==> src/rtl/fifo_pkg.sv <==
// Shared defaults and types for the FIFO pointer/flag controller.
package fifo_pkg;
  localparam int FIFO_DEPTH    = 8;
  localparam int FIFO_AW       = $clog2(FIFO_DEPTH);
  localparam int FIFO_AF_LEVEL = 6;

  typedef logic [FIFO_AW:0]   fifo_cnt_t;
  typedef logic [FIFO_AW-1:0] fifo_ptr_t;
endpackage

==> src/rtl/fifo_ptr.sv <==
// AW-bit wrapping pointer; wraps DEPTH-1 -> 0 by natural rollover.
module fifo_ptr
  import fifo_pkg::*;
#(
  parameter int AW = FIFO_AW
) (
  input  logic          clk,
  input  logic          rst_n,
  input  logic          clr,
  input  logic          inc,
  output logic [AW-1:0] ptr
);

  // clr has priority over inc so a flush always lands at slot 0
  always_ff @(posedge clk or negedge rst_n) begin
    if (!rst_n)   ptr <= '0;
    else if (clr) ptr <= '0;
    else if (inc) ptr <= ptr + {{(AW-1){1'b0}}, 1'b1};
  end

endmodule

==> src/rtl/fifo_ctrl.sv <==
// Pointer/flag controller turning an external dual-port RAM into a
// first-word-fall-through synchronous FIFO.
module fifo_ctrl
  import fifo_pkg::*;
#(
  parameter int DEPTH    = FIFO_DEPTH,
  parameter int AW       = $clog2(DEPTH),
  parameter int AF_LEVEL = FIFO_AF_LEVEL
) (
  input  logic          clk,
  input  logic          rst_n,
  input  logic          push,
  input  logic          pop,
  input  logic          flush,
  input  logic          clr_err,
  output logic          wr_ready,
  output logic          rd_valid,
  output logic          mem_we,
  output logic [AW-1:0] mem_waddr,
  output logic [AW-1:0] mem_raddr,
  output logic [AW:0]   count,
  output logic          empty,
  output logic          full,
  output logic          almost_full,
  output logic          overflow,
  output logic          underflow
);

  localparam logic [AW:0] CNT_ONE  = (AW+1)'(1);
  localparam logic [AW:0] CNT_FULL = (AW+1)'(DEPTH);
  localparam logic [AW:0] CNT_AF   = (AW+1)'(AF_LEVEL);

  logic push_acc, pop_acc;
  logic ovf_set, unf_set;

  // flags decode the registered count, i.e. the state at the start of the cycle
  always_comb begin
    empty       = (count == '0);
    full        = (count == CNT_FULL);
    almost_full = (count >= CNT_AF);
    wr_ready    = ~full;
    rd_valid    = ~empty;
    push_acc    = push & ~full  & ~flush;
    pop_acc     = pop  & ~empty & ~flush;
    ovf_set     = push & full  & ~flush;
    unf_set     = pop  & empty & ~flush;
    // keep the RAM write quiet while reset is held, even with push high
    mem_we      = push_acc & rst_n;
  end

  fifo_ptr #(.AW(AW)) u_wr_ptr (
    .clk   (clk),
    .rst_n (rst_n),
    .clr   (flush),
    .inc   (push_acc),
    .ptr   (mem_waddr)
  );

  fifo_ptr #(.AW(AW)) u_rd_ptr (
    .clk   (clk),
    .rst_n (rst_n),
    .clr   (flush),
    .inc   (pop_acc),
    .ptr   (mem_raddr)
  );

  // occupancy: simultaneous accepted push+pop leaves it unchanged
  always_ff @(posedge clk or negedge rst_n) begin
    if (!rst_n)     count <= '0;
    else if (flush) count <= '0;
    else begin
      case ({push_acc, pop_acc})
        2'b10:   count <= count + CNT_ONE;
        2'b01:   count <= count - CNT_ONE;
        default: count <= count;
      endcase
    end
  end

  // sticky errors; a new error in the same cycle beats clr_err
  always_ff @(posedge clk or negedge rst_n) begin
    if (!rst_n) begin
      overflow  <= 1'b0;
      underflow <= 1'b0;
    end else begin
      overflow  <= ovf_set | (overflow  & ~clr_err);
      underflow <= unf_set | (underflow & ~clr_err);
    end
  end

endmodule
==> config.mk <==
export PLATFORM = sky130hd
export DESIGN_NAME = fifo_ctrl
export DESIGN_NICKNAME = d
export VERILOG_FILES = /design/src/rtl/fifo_pkg.sv /design/src/rtl/fifo_ptr.sv /design/src/rtl/fifo_ctrl.sv
export SDC_FILE = /design/constraint.sdc
export NUM_CORES = 1
export LEC_CHECK = 0
export CORE_ASPECT_RATIO = 0.9
export CORE_UTILIZATION = 43
export CTS_CLUSTER_DIAMETER = 200
export DETAILED_ROUTE_END_ITERATION = 8
export PLACE_DENSITY = 0.81
export SLEW_MARGIN = 0
export SYNTH_ARGS = -nofsm -noshare
export SYNTH_HDL_FRONTEND = slang
export SYNTH_SLANG_ARGS = --single-unit
export TNS_END_PERCENT = 10
==> constraint.sdc <==
create_clock -name clk -period 3.15 [get_ports clk]
set_input_delay 0.4725 -clock clk [delete_from_list [all_inputs] [get_ports clk]]
set_output_delay 0.4725 -clock clk [all_outputs]
set_load 0.02 [all_outputs]
==> run metrics, run 1 <==
Leak Pwr 0.458 nW; Gate Count Post-Synth 75; Root Driver clkbuf_4; port buffer count 23; vias per inst 5.26; layout cells sized above 1 0.0909; Post-layout nets 110; total die area 1860 um2; Worst EP arrival 2.24 ns; FILL cells 146; largest net degree at the start of global routing 15; core area 1510 um2; Yosys reg bits 12; Top Ports 24; Setup TNS 0 ns; vias in the first global route 578; top cell family by delay on the critical path buffers and inverters; Crit path required time 2.68 ns; Rel. slew slack 0.741; critical-path cell list clkdlybuf4s50_1 > nand2_1 > nor3b_1 > clkdlybuf4s50_1; Die Span Y 41.0 um; top cell type by total area after synthesis dfrtp_1; Worst path slowest cell clkdlybuf4s50_1; Crit. End Element primary output; final setup violation count 0; crit-path max cell delay 0.68 ns; top cells by instance count after synthesis 12 x dfrtp_1, 6 x inv_1; worst slew pin tran 0.387 ns; Post-synth EDFFs 0; ranking of synthesized cells by area dfrtp_1 41%, ha_1 6.9%, xor2_1 6.0%, nand3_1 3.4%, buf_6 3.1%; clock latency on the worst-skew pair 0.28 ns; class of the worst hold path reg -> reg; CTS tree done; FMAX 368 MHz; Rows 13; post-layout util 0.663; detailed router's first-iteration violation count 19; Max Fanout on Critical Path 8; global-route wire length before repair 2730 um; TritonCTS Sinks 12; CTS resizes 0; WHS 0.529 ns; post-cts hold buffer count 0; unrepaired setup endpoints after global routing false; register area share after synthesis 0.413; Setup CP Type in -> out; Final Critical Period 2.72 ns; Main synth FF type dfrtp_1; Fin. Hold Viols 0; initial antenna violation count 0; Netlist Area Pre-Place 727 um2; syn_nets 85; Layout area overhead 37.9%; worst path buffer plus inverter count 2; final max-slew violation count 0; Yosys top cell area share 0.413; Detailed Routing Iterations Pass 1 4; total setup buffers inserted after CTS 0; CP Launch Type primary input; Die Width 45.3 um; number of CTS-inserted buffers 3; Ant. Diodes 0; gr ovfl total 0; Clock Path Buffers 2; worst ir drop on vdd 0.000292 V; top-count cell post-synth dfrtp_1; starting density of the core 0.481; Overall Power 489 uW; Async S/R FF share, synth 1.00; Yosys cell types 29; period utilization 0.862; Total Routing Usage GR 0.218; hpwl dp 1190 um; via count 636; total wire length 1630 um; post-DR wirelength/cell 13.5 um; Antenna Violating Nets Remaining 0; H-tree levels 1; MaxCap Viol Count 0; status complete, no violations; Avg Inst Size Synth 9.69 um2; CP dominant cell by count clkdlybuf4s50_1; RD Place Congestion 0.720; clk_skew 0.00272 ns; DRC violations left 0; synth warn 0; pwr dens 488 nW/um2; Reg clk slew, reported paths 0.08 ns
==> path summary, 6_finish.rpt <==
path	cells past startpoint	from	slack (ns)	to
max in group asynchronous	2	rst_n	2.43	count[3]$_DFFE_PN0P_
hold reg to reg	2	overflow$_DFF_PN0_	0.53	overflow$_DFF_PN0_
min in group asynchronous	2	rst_n	0.56	u_wr_ptr.ptr[2]$_DFFE_PN0P_
setup reg to reg	7	count[1]$_DFFE_PN0P_	0.51	count[3]$_DFFE_PN0P_
setup / recovery	4	push	0.43	mem_we
hold / removal	2	overflow$_DFF_PN0_	0.53	overflow$_DFF_PN0_
==> state kept, by name, summed over array words and instances (netlist names) <==
register	cells
overflow	1
count	4
u_rd_ptr.ptr	3
u_wr_ptr.ptr	3
underflow	1
==> power by group <==
group / total [mW] / leakage, nW / internal [mW] / switching, mW
Combinational: 0.175 / 0.275 / 0.0811 / 0.0938
Sequential: 0.188 / 0.162 / 0.169 / 0.0196
Clock: 0.125 / 0.0210 / 0.0703 / 0.0549
==> cells in the final DEF (no fill, tap or decap), types with 2 or more instances in the layout <==
cell             instances
nor3_1                   2
nand3_1                  5
nand3b_1                 2
clkdlybuf4s50_1         23
inv_1                    6
ha_1                     4
dfrtp_1                 12
clkbuf_4                 3
xor2_1                   5
nand2_1                  5
o21ai_0                  3
buf_4                    2
nor2_1                   5
a21oi_1                  4
o211ai_1                 2
==> tightest hold or removal path: cells and delay by family (launching register included) <==
kind | cells | cell delay [ns]
DFF | 1 | 0.38
AOI/OAI and AO/OA | 1 | 0.06
buffers and inverters | 1 | 0.05
==> per-layer routing <==
| layer | wire, um | part of all wire | GRT usage |
|---|---|---|---|
| met1 | 728 | 0.45 | 0.282 |
| met2 | 756 | 0.46 | 0.344 |
| met3 | 126 | 0.077 | 0.0749 |
| met4 | 17 | 0.010 | 0.0682 |
| met5 | 0 | 0 | 0 |
==> stage by stage <==
stage          std cells  instance area, um2  worst slack [ns]
5_1_grt              121                1000             0.322
3_5_place_dp         117                 966             0.459
3_3_place_gp         117                 966             0.535
6_report             121                1000             0.435
4_1_cts              121                1000             0.428
2_1_floorplan         75                 727             0.421
==> cell families (layout without fill, tap and decap cells) <==
| group | Yosys count | count (layout) | synth area share |
|---|---|---|---|
| multiplexers | 1 | 1 | 0.0155 |
| AO/OA/AOI/OAI | 16 | 16 | 0.165 |
| adder cells (fa/ha/maj) | 4 | 4 | 0.0688 |
| flip-flops | 12 | 12 | 0.413 |
| buffers and inverters | 11 | 35 | 0.0774 |
| AND/OR/NAND/NOR | 26 | 26 | 0.200 |
| XOR/XNOR | 5 | 5 | 0.0602 |
==> layout make-up <==
cell class              count  area (um2)  share of cell area
flip-flops and latches     12         300               0.300
well taps                  22        27.5              0.0275
multi-input cells          52         370               0.370
clock buffers               4        36.3              0.0362
repair buffers             25         245               0.245
inverters                   6        22.5              0.0225
(Power assumes the default switching activity.)
==> inputs of run 2 (changes only) <==
--- a/config.mk
+++ b/config.mk
@@ -5,11 +5,13 @@
 export SDC_FILE = /design/constraint.sdc
 export NUM_CORES = 1
 export LEC_CHECK = 0
+export CELL_PAD_IN_SITES_DETAIL_PLACEMENT = 0
+export CELL_PAD_IN_SITES_GLOBAL_PLACEMENT = 2
 export CORE_ASPECT_RATIO = 0.9
-export CORE_UTILIZATION = 43
+export CORE_UTILIZATION = 26
 export CTS_CLUSTER_DIAMETER = 200
 export DETAILED_ROUTE_END_ITERATION = 8
-export PLACE_DENSITY = 0.81
+export PLACE_DENSITY = 0.82
 export SLEW_MARGIN = 0
 export SYNTH_ARGS = -nofsm -noshare
 export SYNTH_HDL_FRONTEND = slang
==> run 2 against run 1 <==
Effect of this change: the run now ends with DRC left; largest cell class unchanged; cell area up 1.5%; die area increased by 62%; count of clock-buffer cells in the layout unchanged; sequential power about the same; sequential share of layout area is 0.44 points lower; combinational power about the same; global-route usage fell by 8.0 points; critical path type is now reg -> out; power about the same.
==> run metrics, run 2 (synthesis results as in run 1) <==
pwr dens 480 nW/um2 (-1.5%); H-tree levels 1 (unchanged); Top Ports 24 (unchanged); MaxCap Viol Count 0 (unchanged); registers with the most flip-flops count: 4 flops, u_rd_ptr.ptr: 3 flops, u_wr_ptr.ptr: 3 flops; Worst EP arrival 2.26 ns (+0.02 ns); core area 2550 um2 (+69%); CTS resizes 0 (unchanged); sequential share of power 0.384 (-0.002); Reg clk slew, reported paths 0.08 ns (about the same); RD Place Congestion 0.786 (+9.1%); Rows 17 (+4); worst ir drop on vdd 0.000220 V (-25%); status finished with violations; post-DR wirelength/cell 13.5 um (about the same); unrepaired setup endpoints after global routing false; Leak Pwr 0.464 nW (+1.2%); Die Span Y 52.2 um (+27%); Max Fanout on Critical Path 9 (+1); TritonCTS Sinks 12 (unchanged); FMAX 366 MHz (-0.72%); Reg with most FFs count; Setup CP Type reg -> out; switching part of the total 0.343 (-0.00123); clock latency on the worst-skew pair 0.27 ns (about the same); combinational power share 0.363 (+0.005); post-layout util 0.399 (-0.264); Crit path required time 2.68 ns (about the same); vias in the first global route 657 (+14%); Power Internal 321 uW (+0.17%); final setup violation count 0 (unchanged); commonest cells after routing, fill and taps aside 23 x clkdlybuf4s50_1, 12 x dfrtp_1, 6 x inv_1; most common cell after layout, fill and taps aside clkdlybuf4s50_1; Crit. End Element primary output; layout cells sized above 1 0.100 (+0.00909); hpwl dp 1240 um (+3.6%); Rel. slew slack 0.773 (+0.0317); post-cts hold buffer count 0 (unchanged); global-route wire length before repair 3110 um (+14%); gr ovfl total 0 (unchanged); vias per inst 5.02 (-4.6%); worst slew pin tran 0.340 ns (-0.0473 ns); CP Launch Type flop; port buffer count 23 (unchanged); Clock Path Buffers 2 (unchanged); final max-slew violation count 0 (unchanged); Final Critical Period 2.74 ns (+0.0198 ns); number of CTS-inserted buffers 3 (unchanged); largest net degree at the start of global routing 15 (unchanged); initial antenna violation count 0 (unchanged); Largest register FFs 4 (unchanged); Final Cell Area 1020 um2 (+1.5%); total die area 3010 um2 (+62%); dpl cell area 981 um2 (+1.6%); Layout area overhead 39.9%; Overall Power 489 uW (about the same); total setup buffers inserted after CTS 0 (unchanged); Total Routing Usage GR 0.138 (-0.0803); clock network power share 0.253 (-0.003); Ant. Diodes 0 (unchanged); failing checks DRC; Post-layout nets 111 (+0.91%); class of the worst hold path reg -> reg; clk_skew 0.00477 ns (+0.00205 ns); detailed router's first-iteration violation count 17 (-2); via count 642 (+0.94%); Antenna Violating Nets Remaining 0 (unchanged); CTS tree done; period utilization 0.868 (+0.00629); Die Width 57.7 um (+27%); starting density of the core 0.285 (-0.196); Fin. Hold Viols 0 (unchanged); DRC violations left 2 (+2); Root Driver clkbuf_4; Setup TNS 0 ns (unchanged); total wire length 1720 um (+5.8%); Net Switching 168 uW (-0.38%); Detailed Routing Iterations Pass 1 6 (+2)
==> run 2: changes by cell type in the layout (fill, tap and decap cells not counted) <==
cell   before  now
buf_4       2    3
==> run 2: power groups by stage <==
stage | Sequential, mW | Combinational [mW] | Clock [mW]
CTS | 0.188 | 0.178 | 0.131
global route | 0.191 | 0.194 | 0.141
detailed placement | 0.191 | 0.177 | 0
floorplan | 0.204 | 0.0894 | 0
finish | 0.188 | 0.177 | 0.124
global placement | 0.191 | 0.176 | 0
==> run 2: cell type report <==
class / count / area [um2]
Inverter: 6 / 22.5
Timing Repair Buffer: 26 / 253
Sequential cell: 12 / 300
Clock buffer: 4 / 36.3
Fill cell: 265 / 1540
Multi-Input combinational cell: 52 / 370
Tap cell: 28 / 35.0
==> run 2: through the flow <==
stage | setup WS, ns | hold slack (ns) | std cells
global route | 0.329 | 0.571 | 128
CTS | 0.407 | 0.526 | 128
global placement | 0.476 | 0.512 | 124
finish | 0.415 | 0.523 | 128
floorplan | 0.421 | 0.177 | 75
detailed placement | 0.467 | 0.508 | 124
==> run 2: routing by layer <==
layer / GRT usage / share of wire
met5: 0 / 0
met2: 0.209 / 0.41
met1: 0.185 / 0.50
met4: 0.0238 / 0.0041
met3: 0.0572 / 0.084
==> run 2: path summary, 6_finish.rpt <==
kind	cells after the start	startpoint	end	slack, ns
worst min-delay path	2	overflow$_DFF_PN0_	overflow$_DFF_PN0_	0.52
worst max-delay path	3	count[1]$_DFFE_PN0P_	empty	0.41
max in group asynchronous	2	rst_n	u_rd_ptr.ptr[1]$_DFFE_PN0P_	2.41
min in group asynchronous	2	rst_n	count[3]$_DFFE_PN0P_	0.58
worst max register to register	9	count[1]$_DFFE_PN0P_	count[2]$_DFFE_PN0P_	0.55
worst min register to register	2	overflow$_DFF_PN0_	overflow$_DFF_PN0_	0.52
==> run 2: critical path: stages (launching register included) <==
cell and delay [ns]:
dfrtp_1 0.48, or4_1 0.65, inv_1 0.22, clkdlybuf4s50_1 0.64
